--- src/rtl/i2s_rx.sv ---
// i2s_rx: I2S master receiver for the microphone front end.
//
// Generates the I2S bit clock (sck_out) and word select (ws_out) from clk_in
// and deserializes the microphone's serial data line. Each complete frame
// (one left slot followed by one right slot) produces one PCM pair on
// left_out/right_out together with a single-cycle valid_out strobe.
//
// Ports:
//   clk_in     system clock
//   rst_n_in   asynchronous active-low reset
//   enable_in  run SCK/WS and capture when high; low discards a partial frame
//   sd_in      serial data from the mic (asynchronous to clk_in)
//   sck_out    I2S bit clock, period 2*SCK_DIV clk_in cycles
//   ws_out     I2S word select (0 = left, 1 = right)
//   left_out   last complete left sample (MSB-first, two's complement)
//   right_out  last complete right sample
//   valid_out  one-cycle pulse when a new left/right pair is presented
module i2s_rx #(
  parameter int SAMPLE_WIDTH = 16,
  parameter int SLOT_BITS    = 32,
  parameter int SCK_DIV      = 4
) (
  input  logic                    clk_in,
  input  logic                    rst_n_in,
  input  logic                    enable_in,
  input  logic                    sd_in,
  output logic                    sck_out,
  output logic                    ws_out,
  output logic [SAMPLE_WIDTH-1:0] left_out,
  output logic [SAMPLE_WIDTH-1:0] right_out,
  output logic                    valid_out
);

  localparam int FRAME_BITS = 2 * SLOT_BITS;
  localparam int CNT_W      = $clog2(SCK_DIV);
  localparam int B_W        = $clog2(FRAME_BITS);

  localparam logic [CNT_W-1:0] CNT_LAST   = CNT_W'(SCK_DIV - 1);
  localparam logic [B_W-1:0]   B_LAST     = B_W'(FRAME_BITS - 1);
  localparam logic [B_W-1:0]   B_SLOT     = B_W'(SLOT_BITS);
  localparam logic [B_W-1:0]   B_SLOT_M1  = B_W'(SLOT_BITS - 1);
  localparam logic [B_W-1:0]   B_KEEP_LIM = B_W'(SAMPLE_WIDTH);

  logic                    sdMeta_q, sdSync_q;
  logic [CNT_W-1:0]        cnt_q, cnt_d;
  logic                    sck_q, sck_d;
  logic                    ws_q, ws_d;
  logic [B_W-1:0]          bitIdx_q, bitIdx_d;
  logic [SAMPLE_WIDTH-1:0] leftShift_q, leftShift_d;
  logic [SAMPLE_WIDTH-1:0] rightShift_q, rightShift_d;
  logic [SAMPLE_WIDTH-1:0] leftOut_q, leftOut_d;
  logic [SAMPLE_WIDTH-1:0] rightOut_q, rightOut_d;
  logic                    valid_q, valid_d;

  logic                    cntLast;
  logic                    riseEvt;
  logic                    fallEvt;
  logic                    inRight;
  logic [B_W-1:0]          slotPos;
  logic                    keepBit;

  // Rise/fall events are the cycles whose closing edge toggles sck. They
  // are mutually exclusive because they depend on the current sck level.
  // Slot position 0 is the MSB; bits beyond SAMPLE_WIDTH are padding.
  assign cntLast = (cnt_q == CNT_LAST);
  assign riseEvt = enable_in && cntLast && !sck_q;
  assign fallEvt = enable_in && cntLast && sck_q;
  assign inRight = (bitIdx_q >= B_SLOT);
  assign slotPos = inRight ? (bitIdx_q - B_SLOT) : bitIdx_q;
  assign keepBit = (slotPos < B_KEEP_LIM);

  // Next-state logic. Dropping enable clears the frame machinery but keeps
  // the last published pair. The output update uses the post-capture shift
  // value so the final right bit is included when SAMPLE_WIDTH==SLOT_BITS.
  // ws is derived from the next bit index so it leads each slot MSB by one
  // SCK period.
  always_comb begin
    cnt_d        = cnt_q;
    sck_d        = sck_q;
    bitIdx_d     = bitIdx_q;
    leftShift_d  = leftShift_q;
    rightShift_d = rightShift_q;
    leftOut_d    = leftOut_q;
    rightOut_d   = rightOut_q;
    valid_d      = 1'b0;

    if (!enable_in) begin
      cnt_d        = '0;
      sck_d        = 1'b0;
      bitIdx_d     = '0;
      leftShift_d  = '0;
      rightShift_d = '0;
    end else begin
      if (cntLast) begin
        cnt_d = '0;
        sck_d = ~sck_q;
      end else begin
        cnt_d = cnt_q + 1'b1;
      end

      if (fallEvt) begin
        bitIdx_d = (bitIdx_q == B_LAST) ? '0 : bitIdx_q + 1'b1;
      end

      if (riseEvt && keepBit) begin
        if (inRight) begin
          rightShift_d = SAMPLE_WIDTH'({rightShift_q, sdSync_q});
        end else begin
          leftShift_d = SAMPLE_WIDTH'({leftShift_q, sdSync_q});
        end
      end

      if (riseEvt && (bitIdx_q == B_LAST)) begin
        leftOut_d  = leftShift_d;
        rightOut_d = rightShift_d;
        valid_d    = 1'b1;
      end
    end

    ws_d = (bitIdx_d >= B_SLOT_M1) && (bitIdx_d != B_LAST);
  end

  // State registers, including the two-flop synchronizer for sd_in which
  // keeps running regardless of enable.
  always_ff @(posedge clk_in or negedge rst_n_in) begin
    if (!rst_n_in) begin
      sdMeta_q     <= 1'b0;
      sdSync_q     <= 1'b0;
      cnt_q        <= '0;
      sck_q        <= 1'b0;
      ws_q         <= 1'b0;
      bitIdx_q     <= '0;
      leftShift_q  <= '0;
      rightShift_q <= '0;
      leftOut_q    <= '0;
      rightOut_q   <= '0;
      valid_q      <= 1'b0;
    end else begin
      sdMeta_q     <= sd_in;
      sdSync_q     <= sdMeta_q;
      cnt_q        <= cnt_d;
      sck_q        <= sck_d;
      ws_q         <= ws_d;
      bitIdx_q     <= bitIdx_d;
      leftShift_q  <= leftShift_d;
      rightShift_q <= rightShift_d;
      leftOut_q    <= leftOut_d;
      rightOut_q   <= rightOut_d;
      valid_q      <= valid_d;
    end
  end

  assign sck_out   = sck_q;
  assign ws_out    = ws_q;
  assign left_out  = leftOut_q;
  assign right_out = rightOut_q;
  assign valid_out = valid_q;

endmodule

--- config.mk ---
export PLATFORM = sky130hd
export DESIGN_NAME = i2s_rx
export DESIGN_NICKNAME = d
export VERILOG_FILES = /design/src/rtl/i2s_rx.sv
export SDC_FILE = /design/constraint.sdc
export NUM_CORES = 1
export LEC_CHECK = 0
export ABC_AREA = 1
export BUFFER_PORTS_ARGS = -buffer_cell sky130_fd_sc_hd__buf_2
export CORE_MARGIN = 2
export CORE_UTILIZATION = 52
export DETAILED_ROUTE_END_ITERATION = 8
export GPL_TIMING_DRIVEN = 0
export PLACE_DENSITY = 0.75
export SYNTH_ARGS = -nofsm -noshare
export SYNTH_HDL_FRONTEND = slang
export SYNTH_SLANG_ARGS = --single-unit
--- constraint.sdc ---
create_clock -name clk_in -period 1.45 [get_ports clk_in]
set_input_delay 0.2175 -clock clk_in [delete_from_list [all_inputs] [get_ports clk_in]]
set_output_delay 0.2175 -clock clk_in [all_outputs]
set_load 0.03 [all_outputs]
==> reports/qor.json, run 1 <==
{
  "first_pass_grt_wire_length_um": 11400,
  "postSynthNetCount": 336,
  "die_width_um": 83.7,
  "detail_route.iter0.violations": 139,
  "die_area_um2": 7010,
  "cp_max_fo": 10,
  "end_kind": "register",
  "synth_to_layout_area_growth_pct": 25.5,
  "globalplace.congestion": 0.804,
  "p_leak_nw": 2.02,
  "cp_data_arrival_time_ns": 1.78,
  "layout_setup_ws_ns": -0.113,
  "met3_length_um": 279,
  "design.core.area_um2": 6240,
  "hold_slack_ns": 0.202,
  "num-fill-cells": 488,
  "wl_per_cell_um": 14.2,
  "stdcell_area_um2": 4150,
  "timing.critical_path.from_type": "register",
  "floorplan.die.height_um": 83.7,
  "worst-setup-path-type": "register to register",
  "gr-total-overflow": 0,
  "post-layout-total-power_mw": 3.86,
  "ant_nets": 0,
  "floorplan.initialDensity_pct": 53.0,
  "fin_crit_sh_pct": 108,
  "drtPass1Iterations": 4,
  "highest-signal-layer": "met4",
  "synth.avg_cell_area_um2": 10.1,
  "worstHoldPathType": "input port to register",
  "setup_viol": 48,
  "top_level_port_count": 39,
  "nets": 402,
  "cts_buffers": 9,
  "crit_family": "simple AND/OR/NAND/NOR gates",
  "clk_latency_ns": 0.35,
  "cts_tree": "yes",
  "final_cell_count_no_fill": 477,
  "fin_worst_skew_ns": 0.00741,
  "post_route_cells_drive_above_1_share_pct": 36.3,
  "antenna-diode-count": 0,
  "violated_checks": "negative setup slack",
  "clk_pin_slew_worst_paths_ns": 0.08,
  "final_core_util_pct": 66.5,
  "globalRouteTotalUtil_pct": 20.4,
  "drc": 0,
  "wl_met2_um": 3410,
  "met1Wirelength_um": 3030,
  "final.setup.tns_ns": -3.67,
  "cts.sink_count": 77,
  "cts-root-buf": "sky130_fd_sc_hd__clkbuf_8",
  "vias": 2454,
  "maximum_number_of_pins_on_one_net_before_global_route_repair": 62,
  "rsz_0062_raised_after_global_routing": "true",
  "synth.ff_latch_count": 77,
  "slowest_delay_ns": 0.39,
  "post-route-min-period_ns": 1.56,
  "place_inst": 445,
  "number_of_library_cell_types_mapped_by_synthesis": 24,
  "hpwl_um": 4270,
  "dp_worst_setup_slack_ns": -0.228,
  "synth_sequential_area_ratio_pct": 58.3,
  "rows": 29,
  "achievable-frequency_ghz": 0.640,
  "grt_pass1_vias": 2442,
  "slowest_stage": "sky130_fd_sc_hd__dfrtp_1",
  "irDropWorstVdd_v": 0.000799,
  "ys_warn_count": 0,
  "worst_pin_slew_ns": 0.488,
  "critical_path_cell_sequence": "ha_4, nand3_4, nor2_4, nand2_4, buf_6, or2_0, o21ai_2, nor2_1",
  "worst_ep_required_time_ns": 1.67,
  "grt_antenna_before_repair": 0,
  "post_synth_inst_count": 329,
  "power.density_cell_area_nw_per_um2": 929,
  "synthesis.area_um2": 3310,
  "ctsHtreeMaxLevel": 3,
  "hold_viol": 0,
  "timing.max_slew.rel_slack_pct": 67.5,
  "run_status": "finished with violations",
  "via_per_inst": 5.14,
  "maxSlewViolCount": 0,
  "port_buffers": 38,
  "clock_tree.buffer_depth": 2,
  "multiInputGateArea_um2": 1320,
  "sequential_cell_area_um2": 1930,
  "cap_violations": 0,
  "placed_cell_area_um2": 3660,
  "cp.buffers_inverters": 1,
  "detail_route.wirelength_um": 6790
}
==> logic make-up after synthesis <==
group / synth area share, %
compound gates: 14.2
flops: 58.3
buf+inv: 5.60
fa+ha+maj: 1.14
simple gates: 20.8
==> cell usage after synthesis (all sizes together) <==
| cell | instances | area [µm²] |
|---|---|---|
| or2 | 30 | 188 |
| nand3 | 11 | 65.1 |
| nand2 | 55 | 221 |
| o21bai | 2 | 15.0 |
| nand4 | 4 | 25.0 |
| inv | 17 | 63.8 |
| and2 | 1 | 6.26 |
| clkbuf | 4 | 15.0 |
| nor2 | 47 | 184 |
| dfrtp | 77 | 1930 |
| buf | 11 | 96.3 |
| o21ai | 65 | 453 |
| clkinv | 2 | 10.0 |
| ha | 3 | 37.5 |
==> layer usage <==
metal / track usage, % / up-vias
met5: 0 / -
met4: 5.72 / 0
met3: 6.13 / 9
met2: 32.7 / 42
met1: 27.4 / 1199
li1: - / 1204
==> cell usage in the layout (no fill, tap or decap), types with 2 or more instances in the layout <==
cell type | netlist | final
sky130_fd_sc_hd__buf_12 | 0 | 2
sky130_fd_sc_hd__buf_2 | 5 | 38
sky130_fd_sc_hd__buf_4 | 0 | 8
sky130_fd_sc_hd__buf_6 | 5 | 12
sky130_fd_sc_hd__clkbuf_1 | 4 | 4
sky130_fd_sc_hd__clkbuf_8 | 0 | 11
sky130_fd_sc_hd__clkinv_2 | 2 | 3
sky130_fd_sc_hd__dfrtp_1 | 77 | 76
sky130_fd_sc_hd__dlygate4sd3_1 | 0 | 2
sky130_fd_sc_hd__ha_4 | 0 | 2
sky130_fd_sc_hd__inv_1 | 16 | 13
sky130_fd_sc_hd__inv_2 | 1 | 3
sky130_fd_sc_hd__inv_4 | 0 | 2
sky130_fd_sc_hd__nand2_1 | 53 | 53
sky130_fd_sc_hd__nand2_4 | 2 | 2
sky130_fd_sc_hd__nand3_1 | 9 | 7
sky130_fd_sc_hd__nand3_2 | 2 | 2
sky130_fd_sc_hd__nand3_4 | 0 | 2
sky130_fd_sc_hd__nand4_1 | 4 | 4
sky130_fd_sc_hd__nor2_1 | 46 | 41
sky130_fd_sc_hd__nor2_2 | 0 | 4
sky130_fd_sc_hd__nor2_4 | 1 | 2
sky130_fd_sc_hd__o21ai_0 | 14 | 2
sky130_fd_sc_hd__o21ai_1 | 17 | 23
sky130_fd_sc_hd__o21ai_2 | 34 | 36
sky130_fd_sc_hd__o21ai_4 | 0 | 4
sky130_fd_sc_hd__o21bai_1 | 2 | 2
sky130_fd_sc_hd__or2_0 | 24 | 13
sky130_fd_sc_hd__or2_1 | 3 | 14
sky130_fd_sc_hd__or2_4 | 0 | 2
==> worst reg2reg max path, cell delays in order (launching register included) <==
cell and delay [ns]:
sky130_fd_sc_hd__dfrtp_1 0.39, sky130_fd_sc_hd__ha_4 0.18, sky130_fd_sc_hd__nand3_4 0.10, sky130_fd_sc_hd__nor2_4 0.14, sky130_fd_sc_hd__nand2_4 0.10, sky130_fd_sc_hd__buf_6 0.15
sky130_fd_sc_hd__or2_0 0.22, sky130_fd_sc_hd__o21ai_2 0.09, sky130_fd_sc_hd__nor2_1 0.06
==> sequential cells by signal, indices dropped and copies added (netlist names) <==
signal        count
sdSync_q          1
sdMeta_q          1
left_out         16
right_out        16
cnt_q             2
bitIdx_q          6
valid_out         1
sck_out           1
leftShift_q      16
rightShift_q     16
ws_out            1
==> final timing paths <==
kind                                   endpoint  cells past startpoint  slack, ns  startpoint
worst max-delay path            leftShift_q[11]                      8      -0.11    cnt_q[0]
worst min-delay path                    sck_out                      3       0.20   enable_in
worst max register to register  leftShift_q[11]                      8      -0.11    cnt_q[0]
worst min register to register         sdSync_q                      0       0.37    sdMeta_q
max in group asynchronous               sck_out                      3       0.57    rst_n_in
min in group asynchronous           left_out[6]                      2       0.28    rst_n_in
==> power by group <==
part | switching [mW] | internal [mW] | total [mW]
clock network | 0.765 | 0.707 | 1.47
registers | 0.0190 | 2.17 | 2.19
logic | 0.127 | 0.0710 | 0.198
==> timing repair <==
action / 4_1_cts / 5_1_grt
cloned: 0 / 3
resized for setup: 29 / 35
hold endpoints to repair: 17 / 0
setup buffers: 8 / 3
pin swaps: 10 / 10
hold buffers: 2 / 0
endpoints found under the setup margin: 64 / 66
==> layout make-up <==
type | count | share of cell area, %
Sequential cell | 77 | 46.4
Clock buffer | 12 | 3.74
Timing Repair Buffer | 54 | 9.22
Buffer | 15 | 3.53
Inverter | 19 | 2.14
Clock inverter | 4 | 0.542
Timing Repair inverter | 1 | 0.211
Tap cell | 77 | 2.32
Multi-Input combinational cell | 218 | 31.9
No activity file was read; power rests on OpenSTA's default activity.
==> inputs of run 2 (changes only) <==
--- a/config.mk
+++ b/config.mk
@@ -10,7 +10,7 @@
 export CORE_MARGIN = 2
 export CORE_UTILIZATION = 52
 export DETAILED_ROUTE_END_ITERATION = 8
-export GPL_TIMING_DRIVEN = 0
+export GPL_TIMING_DRIVEN = 1
 export PLACE_DENSITY = 0.75
 export SYNTH_ARGS = -nofsm -noshare
 export SYNTH_HDL_FRONTEND = slang
==> run 2 against run 1 <==
Effect of this change:
- the flow still finishes with violations (negative setup slack)
- worst setup slack got worse by 0.023 ns
- flip-flop and latch count is the same
- cell count increased by 1.5%
- critical path type unchanged
==> reports/qor.json, run 2 (synthesized netlist as in run 1, its figures left out) <==
{
  "run_status": "finished with violations",
  "violated_checks": "negative setup slack",
  "worstHoldPathType": "input port to register",
  "ctsHtreeMaxLevel": 3,
  "grt_antenna_before_repair": 0,
  "maxSlewViolCount": 0,
  "rrSetupSlack_ns": -0.14,
  "die_width_um": 83.7,
  "grt_pass1_vias": 2394,
  "final.setup.tns_ns": -4.38,
  "swShare_pct": 23.2,
  "globalplace.congestion": 0.786,
  "worstSetupEndpoint": "left_out[5]",
  "hold_slack_ns": 0.224,
  "critical-path-top-cell-by-count": "sky130_fd_sc_hd__o21ai_1",
  "hpwl_um": 4160,
  "cts-root-buf": "sky130_fd_sc_hd__clkbuf_8",
  "power.density_cell_area_nw_per_um2": 966,
  "cp_data_arrival_time_ns": 1.82,
  "die_area_um2": 7010,
  "worstHoldStart": "enable_in",
  "rsz_0062_raised_after_global_routing": "true",
  "cap_violations": 0,
  "critical_path_cell_sequence": "ha_4, nand3_4, nor2_4, nand2_4, buf_12, or2_0, o21ai_1, o21ai_1",
  "most_common_cell_after_layout_fill_and_taps_aside": "sky130_fd_sc_hd__dfrtp_1",
  "maximum_number_of_pins_on_one_net_before_global_route_repair": 36,
  "via_per_inst": 5.12,
  "post_route_cells_drive_above_1_share_pct": 41.0,
  "end_kind": "register",
  "reg2regPathDepth": 8,
  "timing.critical_path.from_type": "register",
  "fin_crit_sh_pct": 109,
  "clock_tree.buffer_depth": 2,
  "gr-total-overflow": 0,
  "cts_buffers": 9,
  "fin_worst_skew_ns": 0.00906,
  "clk_latency_ns": 0.35,
  "clk_pin_slew_worst_paths_ns": 0.08,
  "antenna-diode-count": 0,
  "final_cell_mix": "sky130_fd_sc_hd__dfrtp_1 (75), sky130_fd_sc_hd__nand2_1 (49), sky130_fd_sc_hd__o21ai_2 (38), sky130_fd_sc_hd__nor2_1 (38), sky130_fd_sc_hd__buf_2 (37)",
  "floorplan.die.height_um": 83.7,
  "cts.sink_count": 77,
  "drtPass1Iterations": 4,
  "post-route-min-period_ns": 1.59,
  "worst-setup-path-type": "register to register",
  "setup_viol": 54,
  "hold_viol": 0,
  "power_frac_comb_pct": 5.1,
  "netsw_mw": 0.948,
  "synth_to_layout_area_growth_pct": 27.8,
  "cts_tree": "yes",
  "cp_max_fo": 11,
  "place_inst": 455,
  "clock_power_share_pct": 41.3,
  "achievable-frequency_ghz": 0.630,
  "drc": 0,
  "internal_power_mw": 3.13,
  "reg2reg_to": "left_out[5]",
  "final_cell_count_no_fill": 484,
  "floorplan.initialDensity_pct": 53.0,
  "top_level_port_count": 39,
  "vias": 2479,
  "worst_ep_required_time_ns": 1.68,
  "slowest_stage": "sky130_fd_sc_hd__dfrtp_1",
  "rows": 29,
  "port_buffers": 38,
  "first_pass_grt_wire_length_um": 10800,
  "seq_power_share_pct": 53.5,
  "nets": 409,
  "globalRouteTotalUtil_pct": 19.3,
  "p_leak_nw": 2.05,
  "wl_per_cell_um": 13.6,
  "irDropWorstVdd_v": 0.000634,
  "detail_route.iter0.violations": 112,
  "crit_path_start": "cnt_q[0]",
  "design.core.area_um2": 6240,
  "layout_setup_ws_ns": -0.136,
  "worst_pin_slew_ns": 0.379,
  "ant_nets": 0,
  "timing.max_slew.rel_slack_pct": 74.7,
  "placed_cell_area_um2": 3760,
  "slowest_delay_ns": 0.40,
  "stdcell_area_um2": 4230,
  "worst_r2r_startpoint": "cnt_q[0]",
  "detail_route.wirelength_um": 6590
}
run 2: layer usage:
layer  part of all wire [%]  GRT usage (%)  wire length, µm
met5                      0              0                0
met2                     48           30.8             3180
met3                    3.5           4.25              231
met1                     46           26.1             3060
met4                    1.9           7.48              125
run 2: power by group through the flow:
stage	Combinational (mW)	Sequential (mW)	Clock, mW
final	0.210	2.19	1.69
after global routing	0.233	2.19	1.80
after CTS	0.201	2.18	1.71
after detailed placement	0.187	2.23	0
after global placement	0.181	2.23	0
after floorplan	0.0862	2.23	0
run 2: area by class of cell:
| class | count | area [µm²] |
|---|---|---|
| clock buffer | 11 | 151 |
| clock inverter | 5 | 58.8 |
| fill | 497 | 2020 |
| inverter | 19 | 78.8 |
| multi-input combinational | 219 | 1370 |
| sequential | 77 | 1930 |
| tap | 77 | 96.3 |
| timing repair buffer | 76 | 544 |
run 2: timing repair:
action                     CTS  global route
setup endpoints to repair   63            68
buffers inserted             7             3
hold buffers                 2             0
gates resized for setup     22            44
gates cloned                 0             1
pin swaps                   14            18
hold endpoints to repair    26             0
run 2: critical path, delay by kind of cell (launching register included):
| kind | cells | cell delay (ns) |
|---|---|---|
| AND/OR/NAND/NOR | 4 | 0.53 |
| flip-flops | 1 | 0.40 |
| AO/OA/AOI/OAI | 2 | 0.21 |
| adder cells (fa/ha/maj) | 1 | 0.18 |
| buffers and inverters | 1 | 0.15 |
run 2: metrics by stage:
step	setup slack, ns	utilization [%]	power, mW
floorplan	-0.00223	-	2.32
global placement	-0.0800	60.3	2.41
detailed placement	-0.125	60.3	2.41
CTS	-0.122	65.9	4.09
global route	-0.192	67.7	4.22
finish	-0.136	67.7	4.08
run 2: worst min path at each step:
stage              endpoint  slack [ns]  depth (start not counted)
6_report           cnt_q[1]        0.22                          3
5_1_grt            cnt_q[1]        0.23                          3
4_1_cts            cnt_q[1]        0.18                          3
3_5_place_dp   left_out[15]        0.17                          1
3_3_place_gp   left_out[15]        0.16                          1
2_1_floorplan   bitIdx_q[0]       -0.08                          0
==> inputs of run 3 (changes only) <==
--- a/config.mk
+++ b/config.mk
@@ -5,7 +5,7 @@
 export SDC_FILE = /design/constraint.sdc
 export NUM_CORES = 1
 export LEC_CHECK = 0
-export ABC_AREA = 1
+export ABC_CLOCK_PERIOD_IN_PS = 1450
 export BUFFER_PORTS_ARGS = -buffer_cell sky130_fd_sc_hd__buf_2
 export CORE_MARGIN = 2
 export CORE_UTILIZATION = 52
==> run 3 against run 2 <==
Effect of this change:
- the flow still finishes with violations (negative setup slack)
- sequential power barely moved
- area after synthesis fell by 0.53%
- non-clock buffer count rose by 10
- total power rose by 7.1%
- global-route usage rose by 4.5 points
- worst setup slack got worse by 0.21 ns
- first-iteration DRC count rose by 62%
- routed wire length rose by 36%
- worst hold slack improved by 0.070 ns
- cell count fell by 8.7%
- largest power group unchanged
- register-to-register slack got worse by 0.21 ns
- sequential share of layout area fell by 5.6 points
==> reports/qor.json, run 3 <==
{
  "clk_latency_ns": 0.36,
  "grt_pass1_vias": 2490,
  "grt_antenna_before_repair": 0,
  "rows": 28,
  "worst-setup-path-type": "register to register",
  "timing.max_slew.rel_slack_pct": 81.0,
  "cts_tree": "yes",
  "ctsHtreeMaxLevel": 3,
  "irDropWorstVdd_v": 0.000802,
  "fin_worst_skew_ns": 0.00881,
  "setup_viol": 70,
  "number_of_library_cell_types_mapped_by_synthesis": 41,
  "yosys.cell_count.top_type": "sky130_fd_sc_hd__dfrtp_1",
  "synth_enable_flop_cells": 0,
  "dp_worst_setup_slack_ns": -0.396,
  "final_cell_mix": "sky130_fd_sc_hd__dfrtp_1 (75), sky130_fd_sc_hd__buf_2 (36), sky130_fd_sc_hd__nor2b_1 (34)",
  "stdcell_area_um2": 4820,
  "synth_to_layout_area_growth_pct": 46.6,
  "most_common_cell_after_layout_fill_and_taps_aside": "sky130_fd_sc_hd__dfrtp_1",
  "via_per_inst": 5.67,
  "floorplan.die.height_um": 83.5,
  "clk_pin_slew_worst_paths_ns": 0.09,
  "cts-root-buf": "sky130_fd_sc_hd__clkbuf_8",
  "end_kind": "register",
  "rsz_0062_raised_after_global_routing": "true",
  "wl_per_cell_um": 20.2,
  "p_leak_nw": 2.18,
  "cp_max_fo": 8,
  "cts.sink_count": 77,
  "num-fill-cells": 326,
  "nets": 369,
  "drc": 0,
  "maximum_number_of_pins_on_one_net_before_global_route_repair": 37,
  "drtPass1Iterations": 4,
  "synth_sequential_area_ratio_pct": 58.6,
  "async_flop_share_pct": 100,
  "clock_tree.buffer_depth": 2,
  "globalplace.congestion": 0.870,
  "maxSlewViolCount": 0,
  "synth.top_cells.by_area": "sky130_fd_sc_hd__dfrtp_1 (59%), sky130_fd_sc_hd__mux2i_1 (9.7%), sky130_fd_sc_hd__nor2b_1 (6.7%)",
  "synth.top_cells.by_count": "sky130_fd_sc_hd__dfrtp_1 (77), sky130_fd_sc_hd__nor2b_1 (35), sky130_fd_sc_hd__nand2_1 (34), sky130_fd_sc_hd__mux2i_1 (32), sky130_fd_sc_hd__o21ai_0 (24)",
  "die_width_um": 83.5,
  "cell_type_with_the_largest_total_area_after_synthesis": "sky130_fd_sc_hd__dfrtp_1",
  "final_core_util_pct": 80.0,
  "floorplan.initialDensity_pct": 54.6,
  "timing.critical_path.from_type": "register",
  "design.core.area_um2": 6030,
  "detail_route.wirelength_um": 8940,
  "run_status": "finished with violations",
  "ys.flop_type": "sky130_fd_sc_hd__dfrtp_1",
  "hpwl_um": 3930,
  "die_area_um2": 6980,
  "synth.avg_cell_area_um2": 11.5,
  "worst_pin_slew_ns": 0.277,
  "cts_buffers": 9,
  "worstHoldPathType": "input port to asynchronous set/reset pin",
  "power.density_cell_area_nw_per_um2": 907,
  "top_level_port_count": 39,
  "post-route-min-period_ns": 1.80,
  "gr-total-overflow": 0,
  "cp_data_arrival_time_ns": 2.04,
  "layout_setup_ws_ns": -0.350,
  "post_route_cells_drive_above_1_share_pct": 52.6,
  "violated_checks": "negative setup slack",
  "synth.ff_latch_count": 77,
  "post_synth_inst_count": 285,
  "detail_route.iter0.violations": 181,
  "globalRouteTotalUtil_pct": 23.8,
  "hold_slack_ns": 0.294,
  "hold_viol": 0,
  "final.setup.tns_ns": -19.33,
  "cap_violations": 0,
  "first_pass_grt_wire_length_um": 12800,
  "port_buffers": 38,
  "vias": 2506,
  "worst_ep_required_time_ns": 1.69,
  "synthDominantCellAreaShare_pct": 58.6,
  "placed_cell_area_um2": 3680,
  "postSynthNetCount": 292,
  "synthesis.area_um2": 3290,
  "achievable-frequency_ghz": 0.556,
  "ant_nets": 0,
  "ys_warn_count": 0,
  "fin_crit_sh_pct": 124,
  "antenna-diode-count": 0
}
[run 3: changes by cell type after synthesis, sizes merged, moves of 19 or more]
cell	before	now
nor2b	0	35
nor2	47	2
mux2i	0	32
nand2	55	36
or2	30	1
o21ai	65	34
[run 3: area by class of cell]
type,instances,area [µm²],share of cell area [%]
flip-flops and latches,77,1930,40.0
clock inverters,5,106,2.21
well taps,75,93.8,1.95
inverters,4,25.0,0.519
clock buffers,11,141,2.93
repair buffers,86,831,17.2
multi-input cells,184,1690,35.1
[run 3: critical path, cell delays in order (launching register included)]
cell	delay, ns
sky130_fd_sc_hd__dfrtp_1	0.40
sky130_fd_sc_hd__ha_4	0.17
sky130_fd_sc_hd__nand2_4	0.06
sky130_fd_sc_hd__or4b_4	0.65
sky130_fd_sc_hd__mux2i_2	0.29
sky130_fd_sc_hd__o21ai_1	0.09
[run 3: cell families after synthesis]
group,after synthesis,synth area share (%)
simple gates,94,16.2
xor+xnor,4,1.07
mux,32,9.74
compound gates,50,8.86
flops,77,58.6
fa+ha+maj,3,1.14
buf+inv,25,4.45
[run 3: through the flow]
| step | cells | power [mW] |
|---|---|---|
| finish | 442 | 4.37 |
| global route | 442 | 4.48 |
| CTS | 439 | 4.34 |
| detailed placement | 402 | 2.34 |
| global placement | 402 | 2.34 |
| floorplan | 285 | 2.27 |
[run 3: where the power goes]
group          leakage (nW)  internal [mW]  total (mW)  switching (mW)
Combinational         0.998         0.0687       0.165          0.0967
Clock                 0.120           1.20        2.04           0.842
Sequential             1.07           2.16        2.17         0.00998
Total                  2.18           3.42        4.37           0.949
[run 3: timing repair]
item / CTS / global route
hold endpoints to repair: 23 / 0
cloned: 8 / 1
gates resized for setup: 69 / 85
hold buffers: 2 / 0
setup endpoints to repair: 70 / 72
buffers inserted: 12 / 5
pin swaps: 23 / 24
[run 3: path summary, 6_finish.rpt]
check	to	start	slack (ns)	cells past startpoint
setup / recovery	right_out[11]	cnt_q[0]	-0.35	5
hold / removal	right_out[14]	rst_n_in	0.29	2
min in group clk_in	sdSync_q	sdMeta_q	0.36	0
max in group asynchronous	sck_out	rst_n_in	0.59	3
setup reg to reg	right_out[11]	cnt_q[0]	-0.35	5
hold reg to reg	sdSync_q	sdMeta_q	0.36	0
[run 3: per-layer routing]
metal  vias up  track usage [%]  wire (µm)  share of wire [%]
li1       1132                -          -                  -
met2        70             38.4       4620                 52
met3        22             5.54        321                3.6
met1      1282             31.1       3720                 42
met4         0             9.97        276                3.1
met5         -                0          0                  0
